[config.mk]
export PLATFORM = sky130hd
export DESIGN_NAME = usb_txn_arbiter
export DESIGN_NICKNAME = d
export VERILOG_FILES = /design/src/rtl/usb_txn_arbiter.sv
export SDC_FILE = /design/constraint.sdc
export NUM_CORES = 1
export LEC_CHECK = 0
export ABC_CLOCK_PERIOD_IN_PS = 3150
export CORE_ASPECT_RATIO = 0.75
export CORE_MARGIN = 2
export CORE_UTILIZATION = 52
export CTS_BUF_LIST = sky130_fd_sc_hd__clkbuf_4
export CTS_CLUSTER_SIZE = 14
export DETAILED_ROUTE_END_ITERATION = 10
export GPL_TIMING_DRIVEN = 0
export PLACE_DENSITY = 0.88
export SLEW_MARGIN = 20
export SYNTH_ARGS = -nofsm -noshare
export SYNTH_HDL_FRONTEND = slang
export SYNTH_SLANG_ARGS = --single-unit
[constraint.sdc]
create_clock -name clk -period 3.15 [get_ports clk]
set_input_delay 0.315 -clock clk [delete_from_list [all_inputs] [get_ports clk]]
set_output_delay 0.315 -clock clk [all_outputs]
set_load 0.005 [all_outputs]
[src/rtl/usb_txn_arbiter.sv]
// usb_txn_arbiter: round-robin scheduler in front of the host protocol FSM.
// Grants one requester at a time, issues a one-cycle start, waits for
// system_done (or aborts on timeout), reports done/ok to the owner and keeps
// saturating transaction/failure counters.
//
// Handshake: a request is a level on req[i], sampled only in IDLE. Once
// granted, the transaction runs to completion regardless of req[i]; the owner
// sees exactly one req_done[i] pulse with req_ok qualifying it. Toward the
// protocol FSM, start is a one-cycle pulse, and system_done/process_success
// are honoured only while waiting.
module usb_txn_arbiter #(
   parameter int NUM_REQ = 4,
   parameter int ADDR_W  = 7,
   parameter int ENDP_W  = 4,
   parameter int TIMEOUT = 1024
) (
   input  logic                      clk,
   input  logic                      rst_l,
   input  logic [NUM_REQ-1:0]        req,
   input  logic [NUM_REQ-1:0]        req_rw,
   input  logic [NUM_REQ*ADDR_W-1:0] req_addr,
   input  logic [NUM_REQ*ENDP_W-1:0] req_endp,
   output logic [NUM_REQ-1:0]        grant,
   output logic [NUM_REQ-1:0]        req_done,
   output logic                      req_ok,
   output logic                      start,
   output logic                      read_write,
   output logic [ADDR_W-1:0]         addr,
   output logic [ENDP_W-1:0]         endp,
   input  logic                      system_done,
   input  logic                      process_success,
   output logic                      abort,
   output logic [15:0]               txn_count,
   output logic [15:0]               fail_count,
   output logic [1:0]                dbg_state_o
);

   localparam int PTR_W = $clog2(NUM_REQ);
   localparam int TMR_W = $clog2(TIMEOUT);
   localparam logic [TMR_W-1:0]   TMR_LAST = TMR_W'(TIMEOUT - 1);
   localparam logic [PTR_W-1:0]   PTR_INIT = PTR_W'(NUM_REQ - 1);
   localparam logic [NUM_REQ-1:0] ONE_HOT0 = NUM_REQ'(1);

   typedef enum logic [1:0] {
      IDLE   = 2'd0,
      ISSUE  = 2'd1,
      WAIT   = 2'd2,
      REPORT = 2'd3
   } state_e;

   state_e               state_q;
   logic [PTR_W-1:0]     last_ptr_q;
   logic [PTR_W-1:0]     owner_q;
   logic [TMR_W-1:0]     timer_q;
   logic [NUM_REQ-1:0]   grant_q;
   logic [NUM_REQ-1:0]   req_done_q;
   logic                 req_ok_q;
   logic                 start_q;
   logic                 read_write_q;
   logic [ADDR_W-1:0]    addr_q;
   logic [ENDP_W-1:0]    endp_q;
   logic [15:0]          txn_count_q;
   logic [15:0]          fail_count_q;

   logic                 sel_vld;
   logic [PTR_W-1:0]     sel_idx;
   logic [PTR_W-1:0]     cand_idx;
   logic                 timed_out;

   // Round-robin pick: first set req searching upward from last_ptr+1.
   // Descending offsets so the nearest requester is the last one assigned.
   always_comb begin
      sel_vld  = 1'b0;
      sel_idx  = '0;
      cand_idx = '0;
      for (int off = NUM_REQ; off >= 1; off--) begin
         cand_idx = PTR_W'((int'(last_ptr_q) + off) % NUM_REQ);
         if (req[cand_idx]) begin
            sel_vld = 1'b1;
            sel_idx = cand_idx;
         end
      end
   end

   // Timeout fires on the last allowed WAIT cycle unless system_done arrives
   // in that same cycle; completion wins, so abort must see system_done.
   assign timed_out = (state_q == WAIT) && (timer_q == TMR_LAST);
   assign abort     = timed_out && !system_done;

   // Main FSM: arbitration, start pulse, completion/timeout, reporting.
   always_ff @(posedge clk or negedge rst_l) begin
      if (!rst_l) begin
         state_q      <= IDLE;
         last_ptr_q   <= PTR_INIT;
         owner_q      <= '0;
         timer_q      <= '0;
         grant_q      <= '0;
         req_done_q   <= '0;
         req_ok_q     <= 1'b0;
         start_q      <= 1'b0;
         read_write_q <= 1'b0;
         addr_q       <= '0;
         endp_q       <= '0;
         txn_count_q  <= '0;
         fail_count_q <= '0;
      end else begin
         case (state_q)
            IDLE: begin
               if (sel_vld) begin
                  owner_q      <= sel_idx;
                  grant_q      <= ONE_HOT0 << sel_idx;
                  read_write_q <= req_rw[sel_idx];
                  addr_q       <= req_addr[int'(sel_idx)*ADDR_W +: ADDR_W];
                  endp_q       <= req_endp[int'(sel_idx)*ENDP_W +: ENDP_W];
                  start_q      <= 1'b1;
                  state_q      <= ISSUE;
               end
            end
            ISSUE: begin
               start_q <= 1'b0;
               timer_q <= '0;
               state_q <= WAIT;
            end
            WAIT: begin
               if (system_done) begin
                  req_done_q <= grant_q;
                  req_ok_q   <= process_success;
                  state_q    <= REPORT;
               end else if (timed_out) begin
                  req_done_q <= grant_q;
                  req_ok_q   <= 1'b0;
                  state_q    <= REPORT;
               end else begin
                  timer_q <= timer_q + 1'b1;
               end
            end
            REPORT: begin
               if (txn_count_q != 16'hFFFF) begin
                  txn_count_q <= txn_count_q + 16'd1;
               end
               if (!req_ok_q && (fail_count_q != 16'hFFFF)) begin
                  fail_count_q <= fail_count_q + 16'd1;
               end
               req_done_q <= '0;
               req_ok_q   <= 1'b0;
               grant_q    <= '0;
               last_ptr_q <= owner_q;
               state_q    <= IDLE;
            end
            default: state_q <= IDLE;
         endcase
      end
   end

   assign grant       = grant_q;
   assign req_done    = req_done_q;
   assign req_ok      = req_ok_q;
   assign start       = start_q;
   assign read_write  = read_write_q;
   assign addr        = addr_q;
   assign endp        = endp_q;
   assign txn_count   = txn_count_q;
   assign fail_count  = fail_count_q;
   assign dbg_state_o = state_q;

endmodule

## Word-level counts from Yosys, hierarchy flattened

Index checks and enable logic that the tools add are counted.

- Bits in read-only memories: 0
- Memories kept: 0
- Latch bits: 0
- Memory bits (writable): 0
- Word-level logic and storage cells: 92
- Bits in registers: 70
- Input bits: 56

- Multiply operators: 1
- Shifts and indexed selects: 3
- Add/subtract/negate cells: 7
- Bitwise gates (word level): 0
- Magnitude comparators: 5
- Equal/unequal tests: 10
- Divide/modulo/power cells: 0
- Reduce and logical (&&, ||, !) cells: 18
- Multiplexer cells: 35

Operators by type and width:

| cell | count |
|---|---|
| 16-bit by 1-bit adder with 16-bit output, second input constant | 2 |
| 16-bit inequality test, second input constant | 2 |
| 28-bit by 6-bit indexed part select with 7-bit output | 1 |
| 10-bit 2-to-1 mux | 2 |
| 10-bit case mux with 2 select lines | 1 |
| 4-bit case mux with 2 select lines | 2 |
| 16-bit by 5-bit indexed part select with 4-bit output | 1 |
| 2-bit by 3-bit less-than comparator with 1-bit output, second input constant | 5 |
| 2-bit 2-to-1 mux | 7 |
| 2-bit AND reduction | 7 |
| 1-bit 2-to-1 mux | 12 |
| 4-bit 2-to-1 mux | 3 |
| 10-bit by 1-bit adder with 10-bit output, second input constant | 1 |
| 1-bit binary-select mux with 2-bit select | 5 |
| 10-bit equality test, second input constant | 1 |
| 2-bit case mux with 4 select lines | 1 |
| 2-bit nonzero test | 4 |
| 2-bit inequality test, second input constant | 3 |
| 2-bit by 3-bit multiplier with 5-bit output, second input constant | 1 |
| 2-bit by 1-bit adder with 2-bit output, second input constant | 2 |
| 2-bit adder, second input constant | 2 |
| 2-bit equality test, second input constant | 2 |
| 1-bit case mux with 2 select lines | 2 |
| 1-bit by 2-bit << shifter with 4-bit output, first input constant | 1 |
| other kinds (6) | 9 |

## Depth between registers and ports, before layout

Gate-level depths: netlist (run 1).

- Word-level depth: 10
- Mapped depth: 8
- Mapped depth without buffers: 7

## Least setup slack after synthesis (run 1)

Ideal clock, no wire load.

- Path type: register to register
- Start: register txn_count_q[0] (netlist: txn_count[0])
- End: register txn_count_q[1] (netlist: txn_count[1])
- Arrival: 1.654 ns
- Path buffers: 0
- Stages on the path, launching flop included: 6
- Data required time: 3.022 ns
- Clock period less this slack: 1.782 ns
- Path slack: 1.368 ns
- Setup time: 0.128 ns
- Cell sequence: dfrtp_1 ha_1 and3_1 and3_1 a21oi_2 mux2_1

- Word-level cells in the longest chain between the ends: 2

RTL lines:

| what | line | text |
|---|---|---|
| start: declaration | 62 | `logic [15:0] txn_count_q;` |
| start signal: assignment | 139 | `txn_count_q <= txn_count_q + 16'd1;` |
| parallel branches: the longest is 2 deep, another holds 16-bit by 1-bit adder with 16-bit output | - |  |

Parallel ways; which one is timed is not known.
A chain may end at the register's enable or synchronous reset.

## Worst setup path in the final report (run 1)

- Start: register state_q[0] (netlist: dbg_state_o[0])
- End: output port abort

- Word-level cells in the longest chain between the ends: 3

RTL lines:

| what | line | text |
|---|---|---|
| start: declaration | 51 | `state_e state_q;` |
| start signal: assignment | 93 | `state_q <= IDLE;` |
| start signal: assignment | 116 | `state_q <= ISSUE;` |
| start signal: assignment | 122 | `state_q <= WAIT;` |
| 2-bit equality test | 87 | `assign timed_out = (state_q == WAIT) && (timer_q == TMR_LAST);` |
| 1-bit logical AND | 87 |  |
| 1-bit logical AND | 88 | `assign abort = timed_out && !system_done;` |
| end: declaration | 32 | `output logic abort,` |

Every way passes these cells.

==> run metrics, run 1 <==
peak supply drop=0.000467 V; final period utilization=83.2%; met2 Track Usage GR=38.9%; Sink Count=70; starting density of the core=53.5%; first-pass GRT wire length=14,600 um; Worst Hold Class=in2async; WS Path Type=reg2out; post-DP HPWL=6730 um; clk_lat worst skew=410 ps; number of synthesized register bits=70; clock skew=16.9 ps; H-tree depth=3; Iteration-0 DRC Markers=119; Reg2Reg Launch Point=dbg_state_o[0]; # rows=26; Main synth FF type=dfrtp_1; area share of and/or/nand/nor cells after synthesis=19.2%; Sw Share=35.2%; final worst path period need=2620 ps; XOR/XNOR Fraction of Synth Area=7.98%; combinational fraction of design power=42.7%; Async SR Flop Fraction=100%; worst r2r dst=addr[4]; clock share of power=18.0%; area grow syn2layout=39.1%; antenna cell count=0; status=finished clean; GRT Total Usage=24.1%; Yosys top cell area share=47.0%; WP data required=2830 ps; synthesized cell area=3620 um^2; share of power burned in registers=39.3%; yosys warns=0; Critical Path AT=2310 ps; Sw Pwr=1.25 mW; adder-cell area share of the yosys netlist=2.76%; post-synth net total=406; die width=100 um; largest net degree at the start of global routing=49; Synth Area in Compound Gates=9.22%; post-route ant nets=0; met3 Usage GRT=6.33%; max-cap violations=0; endpoint class of the critical path=output port; final core occ=74.5%; CTS Root Cell=clkbuf_4; busiest grt layer=met2; post-synthesis cell count=342; main combinational cell family by area after synthesis=simple AND/OR/NAND/NOR gates; Slew headroom=58.5%; met1 Use GR=32.0%; register area share after synthesis=48.4%; fin nets=531; DP Worst Slack=851 ps; gr ovfl total=0; layout cell share with drive strength beyond 1=8.90%; number of global-route vias before repair=3,032; # DRC=0; power per cell area=702 nW/um^2; Post-synth EDFFs=0; internal power consumption=2.29 mW; die area=7660 um^2; CP max FO=9; path depth of the worst reg2reg path=8; routed wire length=8870 um; RSZ-0062 raised after global routing=false; FMAX=382 MHz; P_leak=2.17 nW; Avg WL per Cell=15.9 um; die height=76.3 um; final hold violation count=0; Syn Area/Cell=10.6 um^2; Netlist cell types=49; CTS tree=yes; Worst-Margin Slew=618 ps; mux contribution to synthesized area=9.91%; clk buf depth=2; Worst-path clk slew=120 ps; Final Max Slew Viols=0; vias=3,089; Yosys top cell by area=dfrtp_1; final worst slack=529 ps; top cells by area, synth=dfrtp_1 47%, mux2i_1 7.7%, xnor2_1 5.8%; initial antenna violation count=0; drt pass-1 iters=4; Final setup viols=0; GPL Wtd Cong=0.864; CP Launch Type=flip-flop; CTS Buf Count=9; register-to-register setup slack=1020 ps; # port buffers=112; post-cts gate resize count=0; Core ar.=6770 um^2; routed vias/inst=5.56; Top-Level Pins=113
## worst max path at each step
stage                               from            to  slack (ps)
after floorplan             txn_count[0]  txn_count[1]        1370
after global placement             rst_l       addr[3]        -560
after detailed placement          req[3]       addr[4]         850
after CTS                 dbg_state_o[0]         abort         510
after global routing      dbg_state_o[0]         abort         370
final                     dbg_state_o[0]         abort         530
## sequential cells by signal, summed over array words and instances, names as in the netlist
register	count
addr	7
req_ok	1
grant	4
dbg_state_o	2
owner_q	2
start	1
txn_count	16
read_write	1
last_ptr_q	2
fail_count	16
timer_q	10
endp	4
req_done	4
## per-stage QoR
stage | total power [mW] | std cells | TNS [ps] | area (um^2) | hold WS [ps]
after global routing | 3.77 | 556 | 0 | 5040 | 328
final | 3.54 | 556 | 0 | 5040 | 319
after detailed placement | 2.91 | 539 | 0 | 4870 | 233
after CTS | 3.56 | 556 | 0 | 5040 | 321
after floorplan | 2.17 | 342 | 0 | 3620 | 19.4
after global placement | 2.83 | 538 | -38050 | 4850 | 459
## placed cells by master (no fill, tap or decap), types with 12 or more instances in the layout
master           instances
clkdlybuf4s50_1        111
dfrtp_1                 68
mux2i_1                 28
nand2_1                 46
nand3_1                 12
nand4_1                 13
nor2_1                  20
o221ai_1                12
xnor2_1                 24
## what timing repair did
item                                   CTS  global route
endpoints found under the hold margin   22             0
setup buffers                            0             0
hold buffers                             1             0
setup endpoints to repair                0             0
## critical path: stages (launching register included)
cell	delay, ps
dfrtp_1	460
inv_1	130
ha_1	150
buf_2	180
nand2b_1	150
nor2_1	170
and3_1	170
clkdlybuf4s50_1	490
## power by group through the flow
stage	logic [mW]	registers, mW	clock network, mW
6_report	1.51	1.39	0.638
5_1_grt	1.65	1.43	0.691
4_1_cts	1.52	1.39	0.652
3_5_place_dp	1.51	1.40	0
3_3_place_gp	1.45	1.39	0
2_1_floorplan	0.799	1.37	0
## routing by layer
layer | vias up | routed length [um]
li1 | 1468 | -
met1 | 1520 | 3920
met2 | 89 | 4400
met3 | 12 | 411
met4 | 0 | 136
met5 | - | 0
## synth_stat cells, types with 3 or more instances
library cell and count:
dfrtp_1 68, nand2_1 46, mux2i_1 28, xnor2_1 24, nor2_1 20, nand4_1 13, nand3_1 12, o221ai_1 12
and3_1 9, xor2_1 9, ha_1 8, inv_1 8, nand2b_1 8, o21ai_0 8, o21ai_1 8, nor2b_1 5
buf_2 4, mux2_2 4, nor3_1 4, mux2_1 3
## cells by family (layout without fill, tap and decap cells)
logic type | count (synthesis) | after routing
flip-flops | 70 | 70
AND/OR/NAND/NOR | 134 | 134
AO/OA/AOI/OAI | 44 | 44
XOR/XNOR | 33 | 33
multiplexers | 35 | 35
buffers and inverters | 18 | 148
adder cells (fa/ha/maj) | 8 | 8
## layout make-up
class                   count  area [um^2]
plain buffers              10         61.3
clock buffers               9         67.6
clock inverters             7         88.8
fillers                   462         1730
inverters                   8         30.0
multi-input cells         254         1780
flip-flops and latches     70         1750
well taps                  84          105
repair buffers            114         1160
No activity file was read; power rests on OpenSTA's default activity.
==> run 2: changes to the inputs <==
--- a/config.mk
+++ b/config.mk
@@ -5,15 +5,15 @@
 export SDC_FILE = /design/constraint.sdc
 export NUM_CORES = 1
 export LEC_CHECK = 0
-export ABC_CLOCK_PERIOD_IN_PS = 3150
+export ABC_CLOCK_PERIOD_IN_PS = 2680
 export CORE_ASPECT_RATIO = 0.75
 export CORE_MARGIN = 2
-export CORE_UTILIZATION = 52
+export CORE_UTILIZATION = 48
 export CTS_BUF_LIST = sky130_fd_sc_hd__clkbuf_4
 export CTS_CLUSTER_SIZE = 14
 export DETAILED_ROUTE_END_ITERATION = 10
 export GPL_TIMING_DRIVEN = 0
-export PLACE_DENSITY = 0.88
+export PLACE_DENSITY = 0.82
 export SLEW_MARGIN = 20
 export SYNTH_ARGS = -nofsm -noshare
 export SYNTH_HDL_FRONTEND = slang
==> constraint.sdc (replaced) <==
create_clock -name clk -period 2.68 [get_ports clk]
set_input_delay 0.268 -clock clk [delete_from_list [all_inputs] [get_ports clk]]
set_output_delay 0.268 -clock clk [all_outputs]
set_load 0.005 [all_outputs]
==> run 2 against run 1 <==
  * Highest routed layer unchanged
  * Register-to-register slack worse by 430 ps
  * Die area is 7.9% higher
  * Worst setup slack worse by 380 ps
  * Combinational power is 19% higher
  * Via count is 1.2% lower
==> run metrics, run 2 (same netlist as run 1, synthesis figures left out) <==
Worst-Margin Slew=614 ps (-4.37 ps); Sw Share=37.0% (+1.8 points); H-tree depth=3 (unchanged); CP max FO=9 (unchanged); post-DP HPWL=6980 um (+3.7%); worst-path cell chain=inv_1, ha_1, buf_2, nand2b_4, nor2_2, and3_1, clkdlybuf4s50_1; FMAX=395 MHz; Sw Pwr=1.49 mW (+19%); routed vias/inst=5.32 (-4.3%); Cells after DPL=556 (+3.2%); commonest cells after routing, fill and taps aside=111 x clkdlybuf4s50_1, 68 x dfrtp_1, 46 x nand2_1; combinational fraction of design power=44.7% (+2.0 points); Final setup viols=0 (unchanged); clk_lat worst skew=420 ps (about the same); CTS Root Cell=clkbuf_4; CP Launch Type=flip-flop; largest net degree at the start of global routing=41 (-16%); # rows=27 (+3.8%); fin nets=532 (+0.19%); clock skew=15.4 ps (-1.56 ps); most common cell after layout, fill and taps aside=clkdlybuf4s50_1; Fillers=593 (+28%); power per cell area=799 nW/um^2 (+14%); Slew headroom=58.8% (+0.29 points); area grow syn2layout=38.8%; Worst-path clk slew=120 ps (about the same); Core ar.=7330 um^2 (+8.3%); starting density of the core=49.4% (-4.1 points); Avg WL per Cell=16.0 um (+0.49%); Final Max Slew Viols=0 (unchanged); die area=8260 um^2 (+7.9%); drt pass-1 iters=5 (+1); endpoint class of the critical path=output port; WP data required=2410 ps (-420 ps); final period utilization=94.6%; non-filler cells, final=574 (+3.2%); CTS Buf Count=9 (unchanged); number of global-route vias before repair=3,009 (-0.76%); status=finished clean; Worst Hold Class=in2async; # DRC=0 (unchanged); worst hold margin=303 ps (-16.8 ps); final hold violation count=0 (unchanged); share of power burned in registers=40.8% (+1.5 points); layout cell share with drive strength beyond 1=9.51% (+0.62 points); routed wire length=9200 um (+3.7%); first-pass GRT wire length=14,900 um (+2.0%); DP Worst Slack=488 ps (-363 ps); buffers plus inverters on the worst setup path=3 (unchanged); slowest stage cell, crit path=clkdlybuf4s50_1; post-route ant nets=0 (unchanged); clk buf depth=2 (unchanged); final worst path period need=2530 ps; initial antenna violation count=0 (unchanged); die height=79.2 um (+3.9%); antenna cell count=0 (unchanged); GRT Total Usage=22.9% (-1.2 points); WS Path Type=reg2out; die width=104 um (+3.9%); vias=3,052 (-1.2%); max-cap violations=0 (unchanged); peak supply drop=0.000480 V (+2.9%); internal power consumption=2.53 mW (+10%); # port buffers=112 (unchanged); gr ovfl total=0 (unchanged); CP peak stage delay=500 ps (about the same); Iteration-0 DRC Markers=86 (-28%); final worst slack=146 ps (-384 ps); Sink Count=70 (unchanged); clock share of power=14.5% (-3.5 points); Critical Path AT=2270 ps (-40 ps); P_leak=2.16 nW (-0.39%); CTS tree=yes; Top-Level Pins=113 (unchanged); crit-path leading delay family=buffers and inverters; GPL Wtd Cong=0.804 (-6.9%)
[run 2: cell count changes in the layout (fill, tap and decap cells not counted), sizes merged]
cell / delta
buf: +1
clkinv: +2
clkinvlp: -1
bufinv: -2
clkbuf: +1
[run 2: area by class of cell]
class / count / area [um^2] / area share, %
Clock inverter: 6 / 38.8 / 0.771
Buffer: 10 / 61.3 / 1.22
Tap cell: 101 / 126 / 2.51
Sequential cell: 70 / 1750 / 34.9
Clock buffer: 10 / 75.1 / 1.49
Multi-Input combinational cell: 254 / 1790 / 35.5
Timing Repair Buffer: 115 / 1160 / 23.0
Inverter: 8 / 30.0 / 0.597
[run 2: repair_timing]
| action | 4_1_cts | 5_1_grt |
|---|---|---|
| endpoints found under the setup margin | 0 | 1 |
| hold buffers | 1 | 0 |
| hold endpoints to repair | 30 | 0 |
| gates resized for setup | 0 | 2 |
| setup buffers | 0 | 1 |
[run 2: worst reg2reg max path: stages (launching register included)]
cell      delay, ps
dfrtp_1         440
inv_1           100
ha_1            240
inv_1           150
a21o_1          100
buf_2           200
nand2b_1        280
buf_2           290
o221ai_1        160
[run 2: metal layers]
layer / share of wire [%] / wire [um] / track usage (%)
met1: 44 / 4030 / 28.4
met2: 50 / 4630 / 39.5
met3: 4.2 / 385 / 6.16
met4: 1.7 / 153 / 6.89
met5: 0 / 0 / 0
[run 2: path summary, 6_finish.rpt]
path / start / end / slack, ps / cells after the start
max in group asynchronous: rst_l / last_ptr_q[1] / 1770 / 3
hold reg to reg: owner_q[1] / owner_q[1] / 490 / 2
setup / recovery: dbg_state_o[0] / abort / 150 / 7
setup reg to reg: dbg_state_o[0] / addr[5] / 590 / 8
hold / removal: rst_l / fail_count[9] / 300 / 2
min in group clk: owner_q[1] / owner_q[1] / 490 / 2
[run 2: power by group through the flow]
stage	clock network (mW)	registers (mW)	logic [mW]
2_1_floorplan	0	1.61	0.939
3_3_place_gp	0	1.63	1.72
3_5_place_dp	0	1.65	1.79
4_1_cts	0.599	1.63	1.79
5_1_grt	0.651	1.68	1.97
6_report	0.583	1.64	1.80
[run 2: through the flow]
step / utilization (%) / area, um^2 / total power, mW / TNS, ps
floorplan: - / 3620 / 2.55 / 0
finish: 68.6 / 5030 / 4.02 / 0
global route: 68.6 / 5030 / 4.30 / -7.66
CTS: 68.4 / 5010 / 4.02 / 0
detailed placement: 66.7 / 4890 / 3.43 / 0
global placement: 66.4 / 4870 / 3.34 / -69420
==> run 3: changes to the inputs <==
--- a/config.mk
+++ b/config.mk
@@ -10,7 +10,6 @@
 export CORE_MARGIN = 2
 export CORE_UTILIZATION = 48
 export CTS_BUF_LIST = sky130_fd_sc_hd__clkbuf_4
-export CTS_CLUSTER_SIZE = 14
 export DETAILED_ROUTE_END_ITERATION = 10
 export GPL_TIMING_DRIVEN = 0
 export PLACE_DENSITY = 0.82
==> results of run 3 <==
Final layout, timing and power as in run 2 (identical DEF).
==> edit 1: new RTL, settings of run 2 <==
`ENDP_W`: 4 -> 3.
--- a/src/rtl/usb_txn_arbiter.sv
+++ b/src/rtl/usb_txn_arbiter.sv
@@ -11,7 +11,7 @@
 module usb_txn_arbiter #(
    parameter int NUM_REQ = 4,
    parameter int ADDR_W  = 7,
-   parameter int ENDP_W  = 4,
+   parameter int ENDP_W  = 3,
    parameter int TIMEOUT = 1024
 ) (
    input  logic                      clk,
Interface: changed (resized endp and req_endp); port bits go from 113 to 108. The function was not compared with the original's and may differ.
==> edit 1 against run 2 <==
- first-iteration DRC count increased by 79%
- routed wire length is 1.8% lower
- power grew 4.8%
- area after synthesis rose by 2.3%
- sequential power hardly changed
- final area up 0.95%
- non-clock buffer count shrank 4
- sequential cell count is 1 lower
- worst setup slack improved by 0.048 ns
- largest cell class unchanged
==> edit 1: results (changes against run 2) <==
[clocking]
cts-hold-fix-buffers = 1  ; unchanged
h-tree-depth = 3  ; unchanged
root_buffer = clkbuf_4  ; unchanged
cts_made_buffers = 9  ; unchanged
cts_resized = 0  ; unchanged
clk_path_buf_depth = 2  ; unchanged
cts.clk_slew.worst_paths_ns = 0.13
postCtsSetupRepairBufs = 0  ; unchanged
clk_latency_ns = 0.41

[pwr]
irDropWorstVdd_v = 0.000430  ; was 0.000480 V
p_leak_nw = 2.16  ; about the same

[grt]
grt_antenna_before_repair = 0  ; unchanged
grt_pass1_wl_um = 15400  ; was 14,900 um
grt_max_degree = 46  ; was 41
grt_use_total_pct = 22.8  ; was 22.9%
grt_pass1_vias = 3312  ; was 3,009

[setup_path]
startpoint = dbg_state_o[0]$_DFFE_PN0P_  ; unchanged
critPathMaxFanout = 7  ; was 9
crit_family = buffers and inverters  ; unchanged
r2r_start = timer_q[0]$_DFFE_PN0P_  ; was dbg_state_o[0]$_DFFE_PN0P_
critPathMaxStageDelay_ns = 0.57  ; was 0.50 ns
crit_slowest_cell = clkdlybuf4s50_1  ; unchanged

[yosys]
synth_cells = 376  ; was 342
yosys-top-cells-count = dfrtp_1, nand2_1, nor2_1  ; was dfrtp_1, nand2_1, mux2i_1
synth_warnings = 0  ; unchanged
yosysSeqAreaShare_pct = 46.7  ; was 48.4%
synth.distinct_cells = 47  ; was 49
synth_area_leaders = dfrtp_1, a211oi_1, xnor2_1  ; was dfrtp_1, mux2i_1, xnor2_1
synthArstFlopShare_pct = 100  ; unchanged
syn_nets = 436  ; was 406

[final_layout]
layout.nets = 555  ; was 532
diodes = 0  ; unchanged
fin_cells = 601  ; was 574
drive_gt1_share_pct = 7.60  ; was 9.51%

[place]
place_inst = 585  ; was 556
io_buffers = 107  ; was 112
placed_cell_area_mm2 = 0.00493  ; was 0.00489 mm2
place.gp.congestion = 0.796  ; was 0.804
hpwl_um = 6880  ; was 6980 um
pre_cts_ws_ns = 0.379  ; was 0.488 ns

[detailed_routing]
drt_iter0_markers = 154  ; was 86
drc = 0  ; unchanged
first_pass_iters = 5  ; unchanged
viasPerCell = 5.48  ; was 5.32
wirelength_um = 9040  ; was 9200 um

[sta]
clock_skew_ns = 0.0179  ; was 0.0154 ns
relSlewSlack_pct = 59.4  ; was 58.8%

[run_status]
status = completed  ; unchanged

[hold_path]
hold_path_class = input port to async pin  ; unchanged

==> edit 1: cell types whose count changed after synthesis, moves of 6 or more <==
cell / delta
a211oi_1: +29
inv_1: +15
mux2i_1: -15
nor2_1: +14
nand2_1: -12
o221ai_1: -12
o21ai_0: +7
o21ai_1: -7
clkbuf_1: +6
nand3_1: +6
==> edit 1: logic make-up after synthesis <==
logic type      after synthesis  share of synthesized area, %
mux                          17                          4.83
fa+ha+maj                     8                          2.70
buf+inv                      36                          4.19
compound gates               71                          14.3
xor+xnor                     34                          8.04
flops                        69                          46.7
simple gates                141                          19.3
==> edit 1: per-layer routing <==
| layer | global-route usage [%] | up-vias | wire length (um) |
|---|---|---|---|
| li1 | - | 1577 | - |
| met1 | 29.0 | 1609 | 4050 |
| met2 | 38.8 | 96 | 4390 |
| met3 | 6.33 | 9 | 492 |
| met4 | 6.00 | 0 | 101 |
| met5 | 0 | - | 0 |
==> edit 1: layout make-up <==
class	count	area, um2
timing repair buffer	109	1110
inverter	23	86.3
clock inverter	7	72.6
sequential	69	1730
clock buffer	9	67.6
multi-input combinational	271	1820
buffer	12	65.1
tap	101	126
fill	554	2320
==> edit 1: worst paths after layout <==
check / end / slack (ns) / cells past startpoint
max: abort / 0.19 / 5
min: fail_count[6]$_DFFE_PN0P_ / 0.29 / 2
max reg2reg: timer_q[2]$_DFFE_PN0P_ / 0.62 / 7
min reg2reg: owner_q[1]$_DFFE_PN0P_ / 0.48 / 2
max in group asynchronous: last_ptr_q[1]$_DFFE_PN1P_ / 1.79 / 3
min in group clk: owner_q[1]$_DFFE_PN0P_ / 0.48 / 2
==> edit 1: report_power, final <==
part | switching [mW] | total (mW) | internal (mW)
logic | 0.884 | 1.88 | 0.997
registers | 0.294 | 1.64 | 1.35
clock network | 0.398 | 0.686 | 0.288
==> edit 2: new RTL, config.mk and constraints of run 2 <==
Made on the original files. Register the output `fail_count` once more; this adds one clock of latency there. The other outputs are not delayed to match.
--- a/src/rtl/usb_txn_arbiter.sv
+++ b/src/rtl/usb_txn_arbiter.sv
@@ -160,7 +160,9 @@
    assign addr        = addr_q;
    assign endp        = endp_q;
    assign txn_count   = txn_count_q;
-   assign fail_count  = fail_count_q;
+   always_ff @(posedge clk) begin
+      fail_count <= fail_count_q;
+   end
    assign dbg_state_o = state_q;
 
 endmodule
Behaviour: not the same (Yosys sat finds a counterexample within 10 cycles, from zero or initial values and one cycle with rst_l low).
==> edit 2 against run 2 <==
- routed wire length is 0.52% lower
- sequential cell count up 16
- core utilization is 0.077 points lower
- worst setup slack improved by 0.30 ns
- register-to-register slack improved by 0.04 ns
- critical path depth decreased by 1
- area after synthesis is 9.5% higher
- final area increased by 8.4%
- sequential share of layout area is 3.2 points higher
- power increased by 15%
==> edit 2: results (changes against run 2) <==
[run_status]
status = completed  ; unchanged

[setup_path]
reg2reg_slack_ns = 0.63  ; was 0.59 ns
critPathMaxFanout = 10  ; was 9
r2r_start = fail_count_q[0]$_DFFE_PN0P_  ; was dbg_state_o[0]$_DFFE_PN0P_
reg2regPathDepth = 6  ; was 8
cp.arrival_ns = 1.97  ; was 2.27 ns
r2r-end = fail_count_q[3]$_DFFE_PN0P_  ; was addr[5]$_DFFE_PN0P_

[final_layout]
layout.nets = 544  ; was 532
drive_gt1_share_pct = 8.87  ; was 9.51%

[grt]
grt_use_total_pct = 21.6  ; was 22.9%
grt_pass1_vias = 3112  ; was 3,009
grt_max_degree = 40  ; was 41

[yosys]
syn_nets = 419  ; was 406
synth_cells = 355  ; was 342
yosysSeqAreaShare_pct = 52.3  ; was 48.4%
synthArstFlopShare_pct = 81.4  ; was 100%
yosys-top-cells-count = dfrtp_1, nand2_1, mux2i_1  ; unchanged
synth_area_leaders = dfrtp_1, dfxtp_1, mux2i_1  ; was dfrtp_1, mux2i_1, xnor2_1

[pwr]
irDropWorstVdd_v = 0.000541  ; was 0.000480 V
p_leak_nw = 2.28  ; was 2.16 nW

[clocking]
cts.clk_slew.worst_paths_ns = 0.14  ; was 0.12 ns

[detailed_routing]
post_drt_wl_per_cell_um = 15.5  ; was 16.0 um
first_pass_iters = 4  ; was 5
drt_iter0_markers = 109  ; was 86

[sta]
tightestPinTransition_ns = 0.638  ; was 0.614 ns
clock_skew_ns = 0.0164  ; was 0.0154 ns

[place]
hpwl_um = 6850  ; was 6980 um
placed_cell_area_mm2 = 0.00524  ; was 0.00489 mm2

==> edit 2: cell count changes after synthesis, sizes merged, moves of 3 or more <==
cell	change
nor2b	+3
dfxtp	+16
and3	-3
a22o	+4
nor2	-4
inv	-3
nand2	-5
nand3	+3
o21ai	-5
==> edit 2: kinds of logic after synthesis <==
kind of cell    count (synthesis)  share of synthesized area (%)
xor+xnor                       30                           6.62
flops                          86                           52.3
buf+inv                        15                           2.08
simple gates                  129                           17.3
compound gates                 54                           10.6
fa+ha+maj                       8                           2.52
mux                            33                           8.52
==> edit 2: final cells by class <==
| cell class | instances | area, um2 |
|---|---|---|
| flip-flops and latches | 86 | 2080 |
| inverters | 5 | 18.8 |
| clock buffers | 9 | 67.6 |
| well taps | 105 | 131 |
| multi-input cells | 254 | 1820 |
| repair buffers | 114 | 1150 |
| clock inverters | 7 | 120 |
| diodes | 1 | 2.50 |
| fillers | 604 | 2500 |
| plain buffers | 10 | 66.3 |
==> edit 2: per-stage QoR <==
stage / setup WS [ns] / util [%] / setup TNS [ns] / hold slack, ns / power (mW)
after floorplan: 0.909 / - / 0 / -0.0276 / 2.84
after global placement: -1.03 / 65.6 / -70.21 / 0.404 / 3.63
after detailed placement: 0.218 / 65.8 / 0 / 0.233 / 3.70
after CTS: 0.0513 / 68.3 / 0 / 0.286 / 4.65
after global routing: 0.257 / 68.5 / 0 / 0.303 / 4.92
final: 0.444 / 68.5 / 0 / 0.294 / 4.61
==> edit 2: critical path, stage by stage, from the launching register on <==
cell and delay [ns]:
dfrtp_2 0.46, inv_1 0.11, ha_1 0.16, clkbuf_4 0.19
nand4b_1 0.17, nor4_2 0.29, dlymetal6s2s_1 0.16
==> edit 2: worst max-delay path by stage <==
| stage | startpoint | endpoint | slack, ns | depth (start not counted) |
|---|---|---|---|---|
| after CTS | dbg_state_o[0]$_DFFE_PN0P_ | abort | 0.05 | 6 |
| after global routing | dbg_state_o[0]$_DFFE_PN0P_ | abort | 0.26 | 6 |
| after global placement | rst_l | addr[1]$_DFFE_PN0P_ | -1.03 | 1 |
| after floorplan | dbg_state_o[0]$_DFFE_PN0P_ | dbg_state_o[1]$_DFFE_PN0P_ | 0.91 | 6 |
| final | dbg_state_o[0]$_DFFE_PN0P_ | abort | 0.44 | 6 |
| after detailed placement | req[0] | addr[5]$_DFFE_PN0P_ | 0.22 | 5 |
==> edit 2: layer usage <==
layer / track usage, % / up-vias / wire length, um
met5: 0 / - / 0
met4: 4.87 / 0 / 70
met3: 7.30 / 6 / 612
met2: 33.9 / 92 / 4260
met1: 29.2 / 1560 / 4210
li1: - / 1547 / -
==> edit 2: where the power goes <==
part / leakage [nW] / internal [mW] / switching, mW
Sequential: 1.05 / 1.63 / 0.292
Clock: 0.0965 / 0.475 / 0.450
Combinational: 1.14 / 0.981 / 0.780
